==> config.mk <==
export PLATFORM = sky130hd
export DESIGN_NAME = ft2020_ifetch_flat
export DESIGN_NICKNAME = d
export VERILOG_FILES = /design/src/rtl/ft2020_pkg.sv /design/src/rtl/ft2020_ifetch_if.sv /design/src/rtl/ft2020_ifq.sv /design/src/rtl/ft2020_ifetch.sv /design/src/flat_wrapper.sv
export SDC_FILE = /design/constraint.sdc
export NUM_CORES = 1
export LEC_CHECK = 0
export BUFFER_PORTS_ARGS = -buffer_cell sky130_fd_sc_hd__buf_2
export CAP_MARGIN = 15
export CORE_UTILIZATION = 43
export CTS_CLUSTER_DIAMETER = 60
export DETAILED_ROUTE_END_ITERATION = 10
export SLEW_MARGIN = 40
export SYNTH_ARGS = -nofsm -noshare
export SYNTH_HDL_FRONTEND = slang
export SYNTH_SLANG_ARGS = --single-unit
export TNS_END_PERCENT = 5
==> constraint.sdc <==
create_clock -name clk -period 5.5 [get_ports clk]
set_input_delay 0 -clock clk [delete_from_list [all_inputs] [get_ports clk]]
set_output_delay 0 -clock clk [all_outputs]
set_load 0.005 [all_outputs]
==> src/rtl/ft2020_pkg.sv <==
// rtl/ft2020_pkg.sv - shared FT2020 constants and instruction-fetch state type
package ft2020_pkg;

  localparam logic [31:0] NOP_INSN = 32'h0000_00EA;
  localparam int AW_DEF = 25;

  typedef enum logic [1:0] {
    ST_IDLE,
    ST_FETCH,
    ST_DISCARD
  } fetch_state_e;

endpackage

==> src/rtl/ft2020_ifetch_if.sv <==
// rtl/ft2020_ifetch_if.sv - single-outstanding instruction memory request/acknowledge bus
interface ft2020_ifetch_if
  import ft2020_pkg::*;
#(
  parameter int AW = AW_DEF
);

  logic          mem_cyc;
  logic [AW-1:0] mem_adr;
  logic          mem_ack;
  logic [31:0]   mem_dat;

  modport master (output mem_cyc, mem_adr, input mem_ack, mem_dat);
  modport slave  (input mem_cyc, mem_adr, output mem_ack, mem_dat);

endinterface

==> src/rtl/ft2020_ifq.sv <==
// rtl/ft2020_ifq.sv - {address, word} prefetch FIFO; flush wins over push and pop
module ft2020_ifq #(
  parameter  int DEPTH = 4,
  parameter  int AW    = 25,
  localparam int PW    = $clog2(DEPTH),
  localparam int CW    = PW + 1
) (
  input  logic          clk,
  input  logic          rst,
  input  logic          push,
  input  logic [AW-1:0] push_adr,
  input  logic [31:0]   push_dat,
  input  logic          pop,
  input  logic          flush,
  output logic [AW-1:0] head_adr,
  output logic [31:0]   head_dat,
  output logic [CW-1:0] cnt
);

  typedef struct packed {
    logic [AW-1:0] adr;
    logic [31:0]   dat;
  } ent_t;

  ent_t          mem_q [DEPTH];
  ent_t          mem_d [DEPTH];
  logic [PW-1:0] rd_q, rd_d, wr_q, wr_d;
  logic [CW-1:0] cnt_q, cnt_d;

  always_comb begin
    mem_d = mem_q;
    rd_d  = rd_q;
    wr_d  = wr_q;
    cnt_d = cnt_q;
    if (flush) begin
      rd_d  = '0;
      wr_d  = '0;
      cnt_d = '0;
    end else begin
      if (push) begin
        mem_d[wr_q] = '{adr: push_adr, dat: push_dat};
        wr_d        = wr_q + PW'(1);
      end
      if (pop) begin
        rd_d = rd_q + PW'(1);
      end
      cnt_d = cnt_q + CW'(push) - CW'(pop);
    end
  end

  always_ff @(posedge clk) begin
    mem_q <= mem_d;
    if (rst) begin
      rd_q  <= '0;
      wr_q  <= '0;
      cnt_q <= '0;
    end else begin
      rd_q  <= rd_d;
      wr_q  <= wr_d;
      cnt_q <= cnt_d;
    end
  end

  assign head_adr = mem_q[rd_q].adr;
  assign head_dat = mem_q[rd_q].dat;
  assign cnt      = cnt_q;

endmodule

==> src/rtl/ft2020_ifetch.sv <==
// rtl/ft2020_ifetch.sv - FT2020 instruction prefetch: tracks ip, fetches ahead, flushes on redirect
module ft2020_ifetch
  import ft2020_pkg::*;
#(
  parameter int DEPTH = 4,
  parameter int AW    = AW_DEF
) (
  input  logic            clk,
  input  logic            rst,
  input  logic [AW-1:0]   ip,
  input  logic            next,
  output logic [31:0]     insn,
  output logic            insn_v,
  ft2020_ifetch_if.master bus
);

  localparam int CW = $clog2(DEPTH) + 1;

  fetch_state_e  state_q, state_d;
  logic [AW-1:0] fadr_q, fadr_d;
  logic [AW-1:0] stale_q, stale_d;

  logic [AW-1:0] ip_w, ea, head_adr;
  logic [31:0]   head_dat;
  logic [CW-1:0] cnt, cnt_pop;
  logic          has_head, mismatch, pop, push, ack;

  assign ip_w     = {ip[AW-1:2], 2'b00};
  assign has_head = (cnt != '0);
  assign ea       = has_head ? head_adr : fadr_q;
  assign mismatch = (ip_w != ea);
  assign insn_v   = has_head && (head_adr == ip_w);
  assign insn     = insn_v ? head_dat : NOP_INSN;
  assign pop      = next && insn_v;
  assign cnt_pop  = cnt - CW'(pop);
  assign ack      = bus.mem_cyc && bus.mem_ack;

  // A redirected fetch keeps presenting the abandoned address until the memory acks it.
  assign bus.mem_cyc = (state_q != ST_IDLE);
  assign bus.mem_adr = (state_q == ST_DISCARD) ? stale_q : fadr_q;

  always_comb begin
    state_d = state_q;
    fadr_d  = fadr_q;
    stale_d = stale_q;
    push    = 1'b0;
    unique case (state_q)
      ST_IDLE: begin
        if (mismatch) begin
          fadr_d = ip_w;
        end else if (cnt_pop < CW'(DEPTH)) begin
          state_d = ST_FETCH;
        end
      end
      ST_FETCH: begin
        if (mismatch) begin
          fadr_d = ip_w;
          if (!ack) begin
            stale_d = fadr_q;
            state_d = ST_DISCARD;
          end
        end else if (ack) begin
          push   = 1'b1;
          fadr_d = fadr_q + AW'(4);
          if (cnt_pop >= CW'(DEPTH - 1)) begin
            state_d = ST_IDLE;
          end
        end
      end
      ST_DISCARD: begin
        if (mismatch) begin
          fadr_d = ip_w;
        end
        if (ack) begin
          state_d = ST_FETCH;
        end
      end
      default: state_d = ST_IDLE;
    endcase
  end

  always_ff @(posedge clk) begin
    if (rst) begin
      state_q <= ST_IDLE;
      fadr_q  <= '0;
      stale_q <= '0;
    end else begin
      state_q <= state_d;
      fadr_q  <= fadr_d;
      stale_q <= stale_d;
    end
  end

  ft2020_ifq #(
    .DEPTH (DEPTH),
    .AW    (AW)
  ) u_ifq (
    .clk      (clk),
    .rst      (rst),
    .push     (push),
    .push_adr (fadr_q),
    .push_dat (bus.mem_dat),
    .pop      (pop),
    .flush    (mismatch),
    .head_adr (head_adr),
    .head_dat (head_dat),
    .cnt      (cnt)
  );

endmodule

==> src/flat_wrapper.sv <==
// flat-port wrapper written by rule: the top's interface ports become plain ports
module ft2020_ifetch_flat import ft2020_pkg::*;
#(
  parameter int DEPTH = 4,
  parameter int AW    = AW_DEF
)
  (clk, rst, ip, next, insn, insn_v, bus_mem_cyc, bus_mem_adr, bus_mem_ack, bus_mem_dat);
  ft2020_ifetch_if #(.AW(AW)) bus_i ();
  input  logic clk;
  input  logic rst;
  input  logic [AW-1:0] ip;
  input  logic next;
  output logic [31:0] insn;
  output logic insn_v;
  output wire logic [$bits(bus_i.mem_cyc)-1:0] bus_mem_cyc;
  output wire logic [$bits(bus_i.mem_adr)-1:0] bus_mem_adr;
  input wire logic [$bits(bus_i.mem_ack)-1:0] bus_mem_ack;
  input wire logic [$bits(bus_i.mem_dat)-1:0] bus_mem_dat;
  assign bus_mem_cyc = bus_i.mem_cyc;
  assign bus_mem_adr = bus_i.mem_adr;
  assign bus_i.mem_ack = bus_mem_ack;
  assign bus_i.mem_dat = bus_mem_dat;
  ft2020_ifetch #(.DEPTH(DEPTH), .AW(AW)) u_core (.clk(clk), .rst(rst), .ip(ip), .next(next), .insn(insn), .insn_v(insn_v), .bus(bus_i));
endmodule
==> results.md <==
- CP required: 5.91 ns
- Tcrit/Tclk final: 87.9%
- Top post-synthesis cells by area: sky130_fd_sc_hd__edfxtp_1, sky130_fd_sc_hd__mux4_2, sky130_fd_sc_hd__dfxtp_1
- Clock slew at the register clock pins of the worst setup and hold paths: 0.06 ns
- Clock tree from TritonCTS: yes
- Fill cells: 2225
- Ant diodes: 0
- Clock power share: 42.4%
- Final Max Tran Viols: 0
- Leak pwr: 5.01 nW
- Final Hold Fails: 0
- Post-synthesis cell type with the largest combined area: sky130_fd_sc_hd__edfxtp_1
- Worst setup slack before clock tree synthesis: 0.687 ns
- XOR/XNOR Fraction of Synth Area: 3.85%
- Synthesized cell area: 0.0118 mm^2
- RSZ-0062 raised after global routing: no
- Kind of critical path: reg2reg
- Path type of the worst min-delay path: in2reg
- Weighted congestion at the end of routability-driven global placement: 0.751
- Setup ws final: 0.668 ns
- Sum of net half-perimeters after detailed placement: 16.4 mm
- Final setup violation count: 0
- Worst-margin pin slew: 0.760 ns
- Upper clock frequency limit: 0.207 GHz
- Final period demand of the worst path: 4.83 ns
- Sequential area share after synthesis: 65.2%
- DRC violations left: 0
- Proportion of total power due to net switching: 21.4%
- Internal portion of total power: 0.00333 W
- Share of the synthesized area in compound gates (AO/OA/AOI/OAI): 4.22%
- Std cell rows: 60
- Routed via count: 6967
- Part of the power in combinational logic: 3.9%
- Initial antenna violation count: 0
- Critical path data arrival time: 5.24 ns
- Dominant combinational cell family by area after synthesis: multiplexers
- Via count of the first global-routing pass: 7018
- Clock latency of the later-clocked register in the worst-skew pair: 0.55 ns
- Run status: complete, no violations
- Buffer levels on the longest clock path: 3
- Global-route wire length before repair: 39.8 mm
- Antenna-violating nets left: 0
- Clock Root Buffer: sky130_fd_sc_hd__clkbuf_16
- Overall die width: 168 um
- Worst IR Drop VDD: 0.000254 V
- Worst-path cell with the longest stage delay: sky130_fd_sc_hd__dfxtp_4
- Setup crit start kind: flop
- Placeable core region: 0.0270 mm^2
- Total Power Consumption: 0.00423 W
- Remaining global-route overflow: 0
- Yosys top cell area share: 55.9%
- Register bit count reported by yosys: 275
- Pin count of the biggest net entering global routing: 57
- Final setup skew: 0.0124 ns
- Vias per Instance: 5.31
- Post-route setup TNS: 0 ns
- Cell count after synthesis: 768
- Number of enable-type register cells in the synthesized netlist: 220
- Async set or reset register ratio after synthesis: 0%
- DRC marker count from the first detailed-route iteration: 474
- Proportion of layout cells with a drive suffix above 1: 26.4%
- Maximum level of the CTS H-tree: 1
- Synthesis Warnings: 0
- Max-capacitance violation count: 0
- Total detailed-routing wirelength: 25.7 mm
- 1st-pass router iterations: 5
- Simple-gate share of the synthesized area: 7.55%
- Nature of the critical path endpoint: flop
- Total power per unit cell area: 297 mW/mm^2
- All-layer global routing usage: 18.3%
- Cell chain of the critical path: mux4_2 -> xnor2_1 -> nand4_1 -> nor4_2 -> a21o_1 -> nand2_1 -> nor3_1 -> inv_1 -> ha_1 -> inv_1 -> ha_1 -> inv_1 -> fa_1 -> xnor2_1 -> xnor2_1 -> nor3_1
- Layout overhead on the synthesized area: 20.5%
- Nets@finish: 1019
- Headroom to the max-slew limit: 49.3%
- WL/cell: 19.6 um
- Ys flop type: sky130_fd_sc_hd__edfxtp_1
- Top-Level Pins: 120
- Number of sinks handled by clock tree synthesis: 275
- Number of cells in the finished layout apart from fillers: 1311
- Sw power: 0.000905 W
- Post-placement cell count: 1200
- Adder-cell share of the synthesized area: 1.12%
- Cell depth of the worst min-delay path: 3
- Final core utilization: 52.9%
- Vert. Die Dim: 168 um
- Unique masters post-synth: 49
- Sequential fraction of design power: 53.7%
- Initial Utilization: 43.9%
- Maximum cell stage delay along the critical path: 0.74 ns
- Mean post-synth cell area: 15.4 um^2
- Number of buffers created by CTS: 30
- Overall die area: 0.0282 mm^2
- Input/output buffers: 115
- Number of cells on the worst reg-to-reg path: 16
- Peak fanout along the critical path: 29
- Multiplexer fraction of the synthesized cell area: 15.0%
## per-layer routing
metal,GRT usage [%],part of all wire [%],vias to the layer above
met4,4.35,2.0,0
met2,29.7,46,218
met5,0,0,-
met3,2.82,5.7,41
met1,26.1,47,3421
li1,-,-,3287
## cells in the final DEF, fill, tap and decap left out, types with 5 or more instances in the layout
master and instances:
sky130_fd_sc_hd__xor2_1 22, sky130_fd_sc_hd__nand4_1 6, sky130_fd_sc_hd__clkinv_1 10, sky130_fd_sc_hd__a2111oi_1 5, sky130_fd_sc_hd__clkbuf_16 30, sky130_fd_sc_hd__dlygate4sd3_1 57, sky130_fd_sc_hd__mux4_2 54, sky130_fd_sc_hd__nor2b_1 27
sky130_fd_sc_hd__mux2i_1 45, sky130_fd_sc_hd__a21oi_1 15, sky130_fd_sc_hd__or3_1 6, sky130_fd_sc_hd__buf_2 115, sky130_fd_sc_hd__o32ai_1 14, sky130_fd_sc_hd__mux2_2 7, sky130_fd_sc_hd__or2_2 8, sky130_fd_sc_hd__ha_1 9
sky130_fd_sc_hd__and3_1 5, sky130_fd_sc_hd__nand3_1 14, sky130_fd_sc_hd__xnor2_1 30, sky130_fd_sc_hd__clkbuf_1 5, sky130_fd_sc_hd__o21ai_0 22, sky130_fd_sc_hd__nand2_1 30, sky130_fd_sc_hd__dfxtp_1 53, sky130_fd_sc_hd__nor2_1 50
sky130_fd_sc_hd__buf_4 16, sky130_fd_sc_hd__nor3_1 14, sky130_fd_sc_hd__edfxtp_1 220, sky130_fd_sc_hd__inv_1 28
## cell usage after synthesis (15+ instances only)
cell type,n
sky130_fd_sc_hd__inv_1,28
sky130_fd_sc_hd__nor3_1,15
sky130_fd_sc_hd__xnor2_1,30
sky130_fd_sc_hd__nor2b_1,28
sky130_fd_sc_hd__o21ai_0,22
sky130_fd_sc_hd__a21oi_1,15
sky130_fd_sc_hd__edfxtp_1,220
sky130_fd_sc_hd__xor2_1,22
sky130_fd_sc_hd__nand2_1,30
sky130_fd_sc_hd__mux2i_1,45
sky130_fd_sc_hd__dfxtp_1,55
sky130_fd_sc_hd__nor2_1,50
sky130_fd_sc_hd__mux4_2,54
sky130_fd_sc_hd__clkbuf_1,23
## what timing repair did
action | in CTS | in global routing
resized for setup | 0 | 0
hold endpoints to repair | 156 | 0
buffers inserted | 0 | 0
hold buffers | 57 | 0
## registers in the layout, summed over array words and instances, names as in the netlist
signal and count:
u_core.fadr_q 23, u_core.stale_q 23, u_core.state_q 2, u_core.u_ifq.cnt 3
u_core.u_ifq.mem_q 220, u_core.u_ifq.rd_q 2, u_core.u_ifq.wr_q 2
## worst max-delay path: cells and delay by family, from the launching register on
family                   cells  cell delay (ns)
AND/OR/NAND/NOR              5             1.42
XOR/XNOR                     3             0.59
adder cells (fa/ha/maj)      3             0.80
buffers and inverters        3             0.20
AO/OA/AOI/OAI                1             0.35
flip-flops                   1             0.74
multiplexers                 1             0.59
## through the flow
| stage | area [um^2] | hold WS [ns] |
|---|---|---|
| 6_report | 14200 | 0.0435 |
| 5_1_grt | 14200 | 0.0752 |
| 3_3_place_gp | 12800 | 0.217 |
| 3_5_place_dp | 12800 | 0.221 |
| 4_1_cts | 14200 | 0.0439 |
| 2_1_floorplan | 11800 | 0.0989 |
## area by class of cell
class / instances / area, um^2 / area share [%]
multi-input cells: 421 / 3780 / 26.5
inverters: 28 / 105 / 0.738
clock buffers: 35 / 769 / 5.40
repair buffers: 192 / 1350 / 9.45
well taps: 341 / 427 / 2.99
clock inverters: 19 / 110 / 0.773
flip-flops and latches: 275 / 7710 / 54.1
## cells by family (layout without fill, tap and decap cells)
family,Yosys count,count (layout)
multiplexers,107,107
XOR/XNOR,52,52
buffers and inverters,73,274
AND/OR/NAND/NOR,178,178
adder cells (fa/ha/maj),10,10
flip-flops,275,275
other,1,2
AO/OA/AOI/OAI,72,72
## power by group through the flow
stage | clock network (W) | registers, W | logic [W]
finish | 0.00180 | 0.00227 | 0.000163
CTS | 0.00185 | 0.00227 | 0.000163
detailed placement | 0 | 0.00232 | 0.000131
floorplan | 0 | 0.00231 | 0.0000573
global route | 0.00192 | 0.00227 | 0.000177
global placement | 0 | 0.00232 | 0.000130
## worst paths after layout
path | start | to | slack, ns
worst max register to register | u_core.u_ifq.rd_q[0] | u_core.u_ifq.cnt[2] | 0.67
worst max-delay path | u_core.u_ifq.rd_q[0] | u_core.u_ifq.cnt[2] | 0.67
worst min register to register | u_core.stale_q[17] | u_core.stale_q[17] | 0.49
worst min-delay path | rst | u_core.stale_q[12] | 0.04
(Power assumes the default switching activity.)
